File: config.mk
export PLATFORM = sky130hd
export DESIGN_NAME = uart_tx_core
export DESIGN_NICKNAME = d
export VERILOG_FILES = /design/src/rtl/uart_pkg.sv /design/src/rtl/uart_baud_cnt.sv /design/src/rtl/uart_tx_core.sv
export SDC_FILE = /design/constraint.sdc
export NUM_CORES = 1
export LEC_CHECK = 0
export CAP_MARGIN = 20
export CORE_ASPECT_RATIO = 1.1
export CORE_MARGIN = 1
export CORE_UTILIZATION = 59
export CTS_BUF_LIST = sky130_fd_sc_hd__clkbuf_16
export CTS_CLUSTER_SIZE = 28
export DETAILED_ROUTE_END_ITERATION = 8
export GPL_ROUTABILITY_DRIVEN = 0
export GPL_TIMING_DRIVEN = 0
export PLACE_DENSITY = 0.82
export SLEW_MARGIN = 20
export SYNTH_ARGS = -nofsm -noshare
export SYNTH_HDL_FRONTEND = slang
export SYNTH_HIERARCHICAL = 1
export SYNTH_SLANG_ARGS = --single-unit
File: constraint.sdc
create_clock -name clk -period 4.29 [get_ports clk]
set_input_delay 0.858 -clock clk [delete_from_list [all_inputs] [get_ports clk]]
set_output_delay 0.858 -clock clk [all_outputs]
set_load 0.01 [all_outputs]
File: src/rtl/uart_pkg.sv
// Shared UART definitions: transmit FSM states and default link parameters
// used by both the transmit and receive paths.
package uart_pkg;

  typedef enum logic [1:0] {
    IDLE  = 2'd0,
    START = 2'd1,
    DATA  = 2'd2,
    STOP  = 2'd3
  } tx_state_e;

  localparam int DEFAULT_CLKS_PER_BIT = 868;
  localparam int DEFAULT_DATA_BITS    = 8;

  // Index width for a counter over n items, never narrower than one bit.
  function automatic int idx_width(input int n);
    return (n > 1) ? $clog2(n) : 1;
  endfunction

endpackage

File: src/rtl/uart_baud_cnt.sv
// Wrapping bit-period counter: counts 0..CLKS_PER_BIT-1 while enabled and
// flags the last clock of each bit period.
module uart_baud_cnt import uart_pkg::*; #(
  parameter int CLKS_PER_BIT = DEFAULT_CLKS_PER_BIT,
  parameter int CNT_W        = $clog2(CLKS_PER_BIT)
) (
  input  logic             clk,
  input  logic             rst,
  input  logic             en,
  input  logic             clr,
  output logic [CNT_W-1:0] cnt,
  output logic             bit_end
);

  localparam logic [CNT_W-1:0] CNT_MAX = CNT_W'(CLKS_PER_BIT - 1);

  logic [CNT_W-1:0] cnt_q, cnt_d;

  assign bit_end = (cnt_q == CNT_MAX);
  assign cnt     = cnt_q;

  always_comb begin
    cnt_d = cnt_q;
    if (clr) begin
      cnt_d = '0;
    end else if (en) begin
      cnt_d = bit_end ? '0 : cnt_q + 1'b1;
    end
  end

  always_ff @(posedge clk or posedge rst) begin
    if (rst) begin
      cnt_q <= '0;
    end else begin
      cnt_q <= cnt_d;
    end
  end

endmodule

File: src/rtl/uart_tx_core.sv
// 8N1-style UART transmitter: accepts a word over valid/ready and shifts it
// out LSB-first framed by one start and one stop bit.
module uart_tx_core import uart_pkg::*; #(
  parameter int CLKS_PER_BIT = DEFAULT_CLKS_PER_BIT,
  parameter int DATA_BITS    = DEFAULT_DATA_BITS
) (
  input  logic                 clk,
  input  logic                 rst,
  input  logic [DATA_BITS-1:0] tx_data,
  input  logic                 tx_valid,
  output logic                 tx_ready,
  output logic                 tx,
  output logic                 tx_busy,
  output logic                 tx_done
);

  localparam int CNT_W = $clog2(CLKS_PER_BIT);
  localparam int IDX_W = idx_width(DATA_BITS);
  // tx_done is registered, so it is raised one count before the final one.
  localparam logic [CNT_W-1:0] DONE_CNT = CNT_W'(CLKS_PER_BIT - 2);
  localparam logic [IDX_W-1:0] LAST_IDX = IDX_W'(DATA_BITS - 1);

  tx_state_e            state_q, state_d;
  logic [DATA_BITS-1:0] shift_q, shift_d;
  logic [IDX_W-1:0]     idx_q, idx_d;
  logic                 tx_q, tx_d;
  logic                 ready_q, ready_d;
  logic                 busy_q, busy_d;
  logic                 done_q, done_d;
  logic [CNT_W-1:0]     cnt;
  logic                 bit_end;
  logic                 accept;

  assign accept   = tx_valid & ready_q;
  assign tx       = tx_q;
  assign tx_ready = ready_q;
  assign tx_busy  = busy_q;
  assign tx_done  = done_q;

  uart_baud_cnt #(
    .CLKS_PER_BIT(CLKS_PER_BIT),
    .CNT_W       (CNT_W)
  ) u_baud (
    .clk    (clk),
    .rst    (rst),
    .en     (busy_q),
    .clr    (accept),
    .cnt    (cnt),
    .bit_end(bit_end)
  );

  always_comb begin
    state_d = state_q;
    shift_d = shift_q;
    idx_d   = idx_q;
    case (state_q)
      IDLE: begin
        if (accept) begin
          shift_d = tx_data;
          state_d = START;
        end
      end
      START: begin
        if (bit_end) begin
          idx_d   = '0;
          state_d = DATA;
        end
      end
      DATA: begin
        if (bit_end) begin
          shift_d = shift_q >> 1;
          idx_d   = idx_q + 1'b1;
          if (idx_q == LAST_IDX) begin
            state_d = STOP;
          end
        end
      end
      STOP: begin
        if (bit_end) begin
          state_d = IDLE;
        end
      end
      default: state_d = IDLE;
    endcase
  end

  // Outputs are decoded from the next state and then registered.
  always_comb begin
    tx_d = 1'b1;
    case (state_d)
      START:   tx_d = 1'b0;
      DATA:    tx_d = shift_d[0];
      default: tx_d = 1'b1;
    endcase
    ready_d = (state_d == IDLE);
    busy_d  = (state_d != IDLE);
    done_d  = (state_q == STOP) && (cnt == DONE_CNT);
  end

  always_ff @(posedge clk or posedge rst) begin
    if (rst) begin
      state_q <= IDLE;
      shift_q <= '0;
      idx_q   <= '0;
      tx_q    <= 1'b1;
      ready_q <= 1'b1;
      busy_q  <= 1'b0;
      done_q  <= 1'b0;
    end else begin
      state_q <= state_d;
      shift_q <= shift_d;
      idx_q   <= idx_d;
      tx_q    <= tx_d;
      ready_q <= ready_d;
      busy_q  <= busy_d;
      done_q  <= done_d;
    end
  end

endmodule

==> results.md <==
* Worst min-delay path category: reg -> reg
* Worst path arrival time at 2910 ps
* Crit Path Max Fanout at 10
* Post_cts resized at 0
* Starting Density at 63.4%
* Remaining antenna violation count after routing at 0
* Async SR Flop Fraction at 100%
* DR vias/cell at 6.26
* Final min period at 2720 ps
* # rows at 18
* Initial antenna violation count at 0
* Post-synth cell types at 50
* Final WS setup at 1570 ps
* Dpl hpwl at 2100 µm
* Critical path capture point type: flop
* Root Driver: clkbuf_16
* Fin. max-slew vios at 0
* Syn avg cell area at ~11 µm²
* VDD IR max at roughly 0.33 mV
* I/O pin cnt at 15
* Synth area leader: dfrtp_1
* Clk sinks at 27
* Skew final at 2.71 ps
* Area contributors post-synth: dfrtp_1 (43%), a22o_1 (6.6%), dfstp_2 (3.6%)
* Synth warn at 6
* Status: finished clean
* Max clock buf depth at 2
* Slew headroom at 42.7%
* Gr usage total at 25.1%
* Mapped Area at 1460 µm²
* Drt wl/cell at approximately 16 µm
* Total Routed Length at 2870 µm
* 1st-pass router iterations at 4
* Setup TNS at 0 ps
* Nets at about 160
* Synth-to-layout area growth at 17.6%
* Critical path required time at 4480 ps
* CP Class: reg -> reg
* Vias in the first global route at 1127
* R2r setup slk at 1570 ps
* RSZ-0062 raised after global routing: false
* P_leak at 0.000794 µW
* CTS tree: yes
* Synth Flop Type: dfrtp_1
* Final Cell Area at 1710 µm²
* Placement Setup Slack at 1610 ps
* Share of layout cells above drive strength 1 at 14.1%
* Post-synthesis sequential area ratio at 46.6%
* Clock-pin slew on the worst setup and hold paths at 60 ps
* Core area at 2300 µm²
* Worst Tran Pin Value at 853 ps
* EDFF count, synth at 0
* Pin count of the biggest net entering global routing at 18
* Post-place instance area at 1630 µm²
* Hold Vio Cnt, Final at 0
* Worst hold slack at 481 ps
* Setup Buffers After CTS at 0
* ANT cells at 0
* Post-synth top area share at a little over two fifths
* Die area at roughly 2700 µm²
* Worst skew pair latency at around 260 ps
* Post-Syn Instances at between 100 and 150
* Vias at 1121
* Die width at 49.4 µm
* FF+latch count, synth at 27
* Residual DRC at 0
* Final setup viols at 0
* PD cells at 475 nW/µm²
* Highest clock rate at 367 MHz
* MaxCap Viol Count at 0
* Final period util at 63.5%
* Total Power at 814 µW
* DIE HEIGHT at approximately 54 µm
* First-pass GRT wire length at 4970 µm
* CP Launch Type: flop
* Htree depth at 1
* Number of port buffers at 14
* CTS Hold Bufs at 0
* TritonCTS buffer count at 3
* Syn_nets at around 150
* Iter 0 DRT Violations at 16
* Grt ovf at 0
[final timing paths]
check	startpoint	end	cells past startpoint
min in group asynchronous	rst	u_baud/cnt[7]	2
max	u_baud/cnt[0]	tx	7
min	shift_q[4]	shift_q[4]	1
max in group asynchronous	rst	state_q[0]	2
max reg2reg	u_baud/cnt[0]	tx	7
min reg2reg	shift_q[4]	shift_q[4]	1
[synthesized netlist by cell type, types with 2 or more instances]
master     n
dfrtp_1   25
a22o_1    11
inv_1      9
a21oi_1    7
nor2_1     6
a21o_1     5
nand2_1    5
o21ai_0    4
ha_1       3
nor3_1     3
nor4bb_1   3
or3_1      3
buf_2      2
buf_6      2
dfstp_2    2
nand3_1    2
nand4_1    2
o311ai_0   2
o31ai_1    2
or4_1      2
xor2_1     2
[cell type report]
| type | instances | area (µm²) |
|---|---|---|
| plain buffers | 5 | 40.0 |
| clock buffers | 3 | 75.1 |
| clock inverters | 1 | 3.75 |
| fillers | 169 | 584 |
| inverters | 9 | 33.8 |
| multi-input cells | 90 | 704 |
| flip-flops and latches | 27 | 678 |
| well taps | 30 | 37.5 |
| repair buffers | 14 | 140 |
[through the flow]
| step | instances | util (%) |
|---|---|---|
| 3_3_place_gp | 175 | 71.1 |
| 3_5_place_dp | 175 | 71.1 |
| 5_1_grt | 179 | 74.6 |
| 2_1_floorplan | 131 | - |
| 4_1_cts | 179 | 74.6 |
| 6_report | 179 | 74.6 |
[state kept, by name (all words and copies together) (netlist names)]
signal	flops
idx_q	3
shift_q	8
state_q	2
tx	1
tx_busy	1
tx_done	1
tx_ready	1
u_baud/cnt	10
[metal layers]
layer | vias up | wire length [µm] | global-route usage (%)
met4 | 0 | 38 | 10.5
met1 | 557 | 1260 | 29.7
li1 | 540 | - | -
met2 | 19 | 1510 | 47.0
met3 | 5 | 59 | 2.82
met5 | - | 0 | 0
[worst max-delay path, cell delays in order, from the launching register on]
cell      delay, ps
dfrtp_1         460
ha_1            220
or3b_4          420
nor3_1          670
and3b_1         260
buf_2           220
a211oi_1        120
mux2_4          280
[kinds of logic (layout without fill, tap and decap cells)]
family                     count (synthesis)  in the layout  share of synthesized area (%)
AOI/OAI and AO/OA                         42             42                           24.1
and+or+nand+nor                           39             39                           17.4
DFF                                       27             27                           46.6
buffers and inverters                     14             32                           5.07
adders and majority gates                  3              3                           2.58
xor gates and xnor gates                   3              3                           1.80
muxes                                      3              3                           2.49
[placed cells by master, fill, tap and decap left out, drive strengths merged, types with 5 or more instances in the layout]
cell           netlist  routed
dfrtp               25      25
a21oi                7       7
nor2                 7       7
o21ai                5       5
clkdlybuf4s50        0      14
a21o                 5       5
nand2                5       5
inv                  9      10
a22o                11      11
buf                  5       5
[report_power, final]
group	leakage [µW]	switching (µW)	internal, µW
logic	0.000408	102	116
clock network	0.0000423	81.6	125
registers	0.000344	70.8	319
Note: power is estimated with default switching activity, not from simulation.
==> variant 1: new RTL, config.mk and constraints unchanged <==
Put one more register stage on the output `tx`, cleared by the reset. The value now appears one clock later. The other outputs are not delayed to match.
--- a/src/rtl/uart_tx_core.sv
+++ b/src/rtl/uart_tx_core.sv
@@ -33,5 +33,11 @@
 
   assign accept   = tx_valid & ready_q;
-  assign tx       = tx_q;
+  always_ff @(posedge clk or posedge rst) begin
+    if (rst) begin
+      tx <= '0;
+    end else begin
+      tx <= tx_q;
+    end
+  end
   assign tx_ready = ready_q;
   assign tx_busy  = busy_q;
Behaviour: not the same (a bounded check fails within 4 cycles, from zero or initial values and one cycle with rst high).
==> variant 1 against the original RTL <==
  * Sequential cell count up 1
  * Power is 9.8% higher
  * Wire length up 1.3%
  * Via count down 1.2%
  * Cell area increased by 3.4%
  * Worst setup slack got worse by 0.046 ns
  * Critical path depth shrank 1
  * Synthesized area grew 2.1%
  * Cell count rose by 0.56%
  * Largest cell class unchanged
==> variant 1: results (changes against the original RTL) <==
* Final hold vios at 0 (unchanged)
* CTS clock-pin slew for the worst setup and hold paths at 0.07 ns
* Worst skew pair latency at 0.26 ns (about the same)
* Sequential share of the synthesized area at 47.3% (+0.70 points)
* Worst hold-check path type: reg2reg
* Root Buffer: clkbuf_16
* CTS Buf Count at 3 (unchanged)
* Synth warn at 6 (unchanged)
* Synth async-reset ratio at 100% (unchanged)
* Share of layout cells above drive strength 1 at 14.0% (-0.094 points)
* Static leakage at 0.817 nW (+2.8%)
* Number of global-route vias before repair at 1037 (-8.0%)
* Worst Tran Pin Value at 1.00 ns (+0.152 ns)
* PostCTS Resize Cnt at 0 (unchanged)
* H-tree levels at 1 (unchanged)
* CP max-delay cell: nor3_1
* Post-CTS setup buffer count at 0 (unchanged)
* Max reg flops at 10 (unchanged)
* CP peak stage delay at 0.78 ns (+0.11 ns)
* DRT iter0 DRCs at 12 (-4)
* Hold Path Stages at 0 (-1)
* Post-DP HPWL at 2040 µm (-2.9%)
* Largest net degree at the start of global routing at 19 (+1)
* Peak supply drop at 0.341 mV (+2.3%)
* Top FF cell, synth: dfrtp_1
* Number of diodes at 0 (unchanged)
* Tot Pwr at 0.894 mW (+9.8%)
* Reg2Reg Depth at 6 (-1)
* Pre-antenna DRT Iters at 4 (unchanged)
* First-pass GRT wire length at 4690 µm (-5.7%)
* DR vias at 1108 (-1.2%)
* IO buf count at 14 (unchanged)
* Placed Instance Area at 1670 µm² (+1.9%)
* Total GRT Usage at 23.7% (-1.4 points)
* Layout Cells excl Fill at 180 (+0.56%)
* Place WS at 1.63 ns (+0.0279 ns)
* Clock skew at 0.00401 ns (+0.00130 ns)
* Crit path max fanout at 9 (-1)
* Synth Net Count at 146 (+0.69%)
* Netlist cell types at 51 (+2.0%)
* WL final at 2900 µm (+1.3%)
* Outcome: completed
* Initial antenna violation count at 0 (unchanged)
* Synth cell count leaders: 26 x dfrtp_1, 11 x a22o_1, 9 x inv_1, 7 x a21oi_1, 6 x nor2_1
* Layout Nets at 165 (+0.61%)
* Placed Cells at 176 (+0.57%)
* CTS Buffer Depth at 2 (unchanged)
* Synth area leaders: dfrtp_1 44%, a22o_1 6.5%, dfstp_2 3.5%
* Synth Instances at 132 (+0.76%)
[variant 1: cell types whose count changed in the layout (fill, tap and decap cells not counted)]
cell	delta
inv_1	-1
or2_1	+1
dfrtp_1	+1
or2_2	-1
buf_2	-1
o21ai_0	-1
o21ai_1	+1
bufinv_16	+1
buf_6	+1
[variant 1: worst max-delay path: cells and delay by family, from the launching register on]
family,cells,cell delay [ns]
compound gates,1,0.40
fa+ha+maj,1,0.21
buf+inv,1,0.13
flops,1,0.46
mux,1,0.30
simple gates,2,1.20
[variant 1: where the power goes]
part / switching [mW] / total (mW) / internal, mW
Sequential: 0.0725 / 0.403 / 0.331
Combinational: 0.101 / 0.215 / 0.114
Clock: 0.0896 / 0.275 / 0.186
[variant 1: path summary, 6_finish.rpt]
kind                                 end          start  slack, ns
max in group asynchronous       idx_q[2]            rst       2.84
min reg2reg                           tx           tx_q       0.40
max                                 tx_q  u_baud/cnt[0]       1.52
max reg2reg                         tx_q  u_baud/cnt[0]       1.52
min                                   tx           tx_q       0.40
min in group asynchronous  u_baud/cnt[7]            rst       0.89
[variant 1: kinds of logic after synthesis]
family                   count (synthesis)  share of synthesized area, %
AO/OA/AOI/OAI                           42                          23.6
AND/OR/NAND/NOR                         39                          17.0
flip-flops                              28                          47.3
buffers and inverters                   14                          5.38
XOR/XNOR                                 3                          1.77
multiplexers                             3                          2.44
adder cells (fa/ha/maj)                  3                          2.52
[variant 1: layout make-up]
class	instances	area, µm²
Inverter	9	33.8
Sequential cell	28	703
Multi-Input combinational cell	90	704
Fill cell	148	549
Tap cell	30	37.5
Timing Repair Buffer	14	140
Clock buffer	3	75.1
Clock inverter	1	30.0
Buffer	5	46.3
[variant 1: routing by layer]
layer  global-route usage [%]  wire, µm
met5                        0         0
met3                     4.17        78
met1                     29.6      1360
met2                     39.2      1430
met4                     13.8        38
==> variant 2: new RTL, config.mk and constraints unchanged <==
Made on the original files. Set the package constant `DEFAULT_CLKS_PER_BIT` to 434 (it was 868).
--- a/src/rtl/uart_pkg.sv
+++ b/src/rtl/uart_pkg.sv
@@ -10,5 +10,5 @@
   } tx_state_e;
 
-  localparam int DEFAULT_CLKS_PER_BIT = 868;
+  localparam int DEFAULT_CLKS_PER_BIT = 434;
   localparam int DEFAULT_DATA_BITS    = 8;
 
Formal check against the unedited RTL: no difference found for any inputs over 10 cycles, from zero or initial values and one cycle with rst high; that may be too few to reach the edited logic, so the function may still have changed.
==> variant 2 against the original RTL <==
  * Clock power rose by 29%
  * Sequential cell count fell by 1
  * Synthesized area fell by 5.8%
  * Sequential power fell by 5%
  * Cell area fell by 3.5%
  * Power rose by 1.8%
  * Worst setup slack improved by 0.34 ns
  * Wire length rose by 1.2%
  * Critical endpoint unchanged
==> variant 2: results (changes against the original RTL) <==
* Clock-cell share of area at 6.36% (+1.8 points)
* Number of global-route vias before repair at 1063 (-5.7%)
* Multi-input combinational area share at 39.6% (-1.5 points)
* Storage element area at 653 µm² (-3.7%)
* Sequential share of the synthesized area at 47.6% (+1.0 points)
* Number of synthesized register bits at 26 (-3.7%)
* Sw Share at 29.2% (-2.1 points)
* DR vias at 1034 (-7.8%)
* # fillers at 129 (-24%)
* DRT iter0 DRCs at 14 (-2)
* Reg2Reg Setup Slack at 1.91 ns (+0.34 ns)
* Layout non-clock buf frac at 10.8% (+0.31 points)
* Pwr dens at 501 nW/µm² (+5.5%)
* Syn Area/Cell at 11.2 µm² (+0.37%)
* Clock skew at 0.00521 ns (+0.00250 ns)
* Critical path origin: u_baud/cnt[1]
* Multi-input comb cells at 86 (-4.4%)
* Clock power share at 32.2% (+6.9 points)
* Invs w/o clock at 7 (-2)
* Non-clk bufs at 18 (-1)
* Synth cell count leaders: 24 x dfrtp_1, 13 x nor2_1, 11 x a22o_1, 7 x a21o_1, 7 x inv_1
* Static leakage at 0.788 nW (-0.81%)
* Die area at 2520 µm² (-5.5%)
* Power Sequential at 0.371 mW (-5%)
* Footprint of the multi-input gates at 654 µm² (-7.1%)
* Synth area leaders: dfrtp_1 44%, a22o_1 7.0%, a21o_1 3.8%
* CP max-delay cell: nor4_2
* Outcome: completed
* Placed Cells at 165 (-5.7%)
* Placed Instance Area at 1550 µm² (-5.3%)
* Crit path max fanout at 9 (-1)
## variant 2: cell types whose count changed after synthesis, sizes merged, moves of 2 or more
cell / unedited run / this run
nor2: 7 / 14
a21oi: 7 / 1
xnor2: 1 / 6
or3b: 3 / 0
a21o: 5 / 7
inv: 9 / 7
o311ai: 2 / 0
o31ai: 2 / 0
or3: 3 / 1
or4: 2 / 0
## variant 2: logic make-up (layout without fill, tap and decap cells)
kind of cell             after synthesis  in the layout  synth area share [%]
multiplexers                           3              3                  2.64
flip-flops                            26             26                  47.6
XOR/XNOR                               7              7                  4.47
adder cells (fa/ha/maj)                4              4                  3.65
AO/OA/AOI/OAI                         32             32                  19.6
buffers and inverters                 11             29                  4.74
AND/OR/NAND/NOR                       40             40                  17.3
## variant 2: routing by layer
layer | vias up | track usage [%] | share of wire [%]
met5 | - | 0 | 0
met4 | 0 | 14.4 | 2.8
met3 | 6 | 3.79 | 2.7
met2 | 32 | 48.6 | 52
met1 | 512 | 33.7 | 42
li1 | 484 | - | -
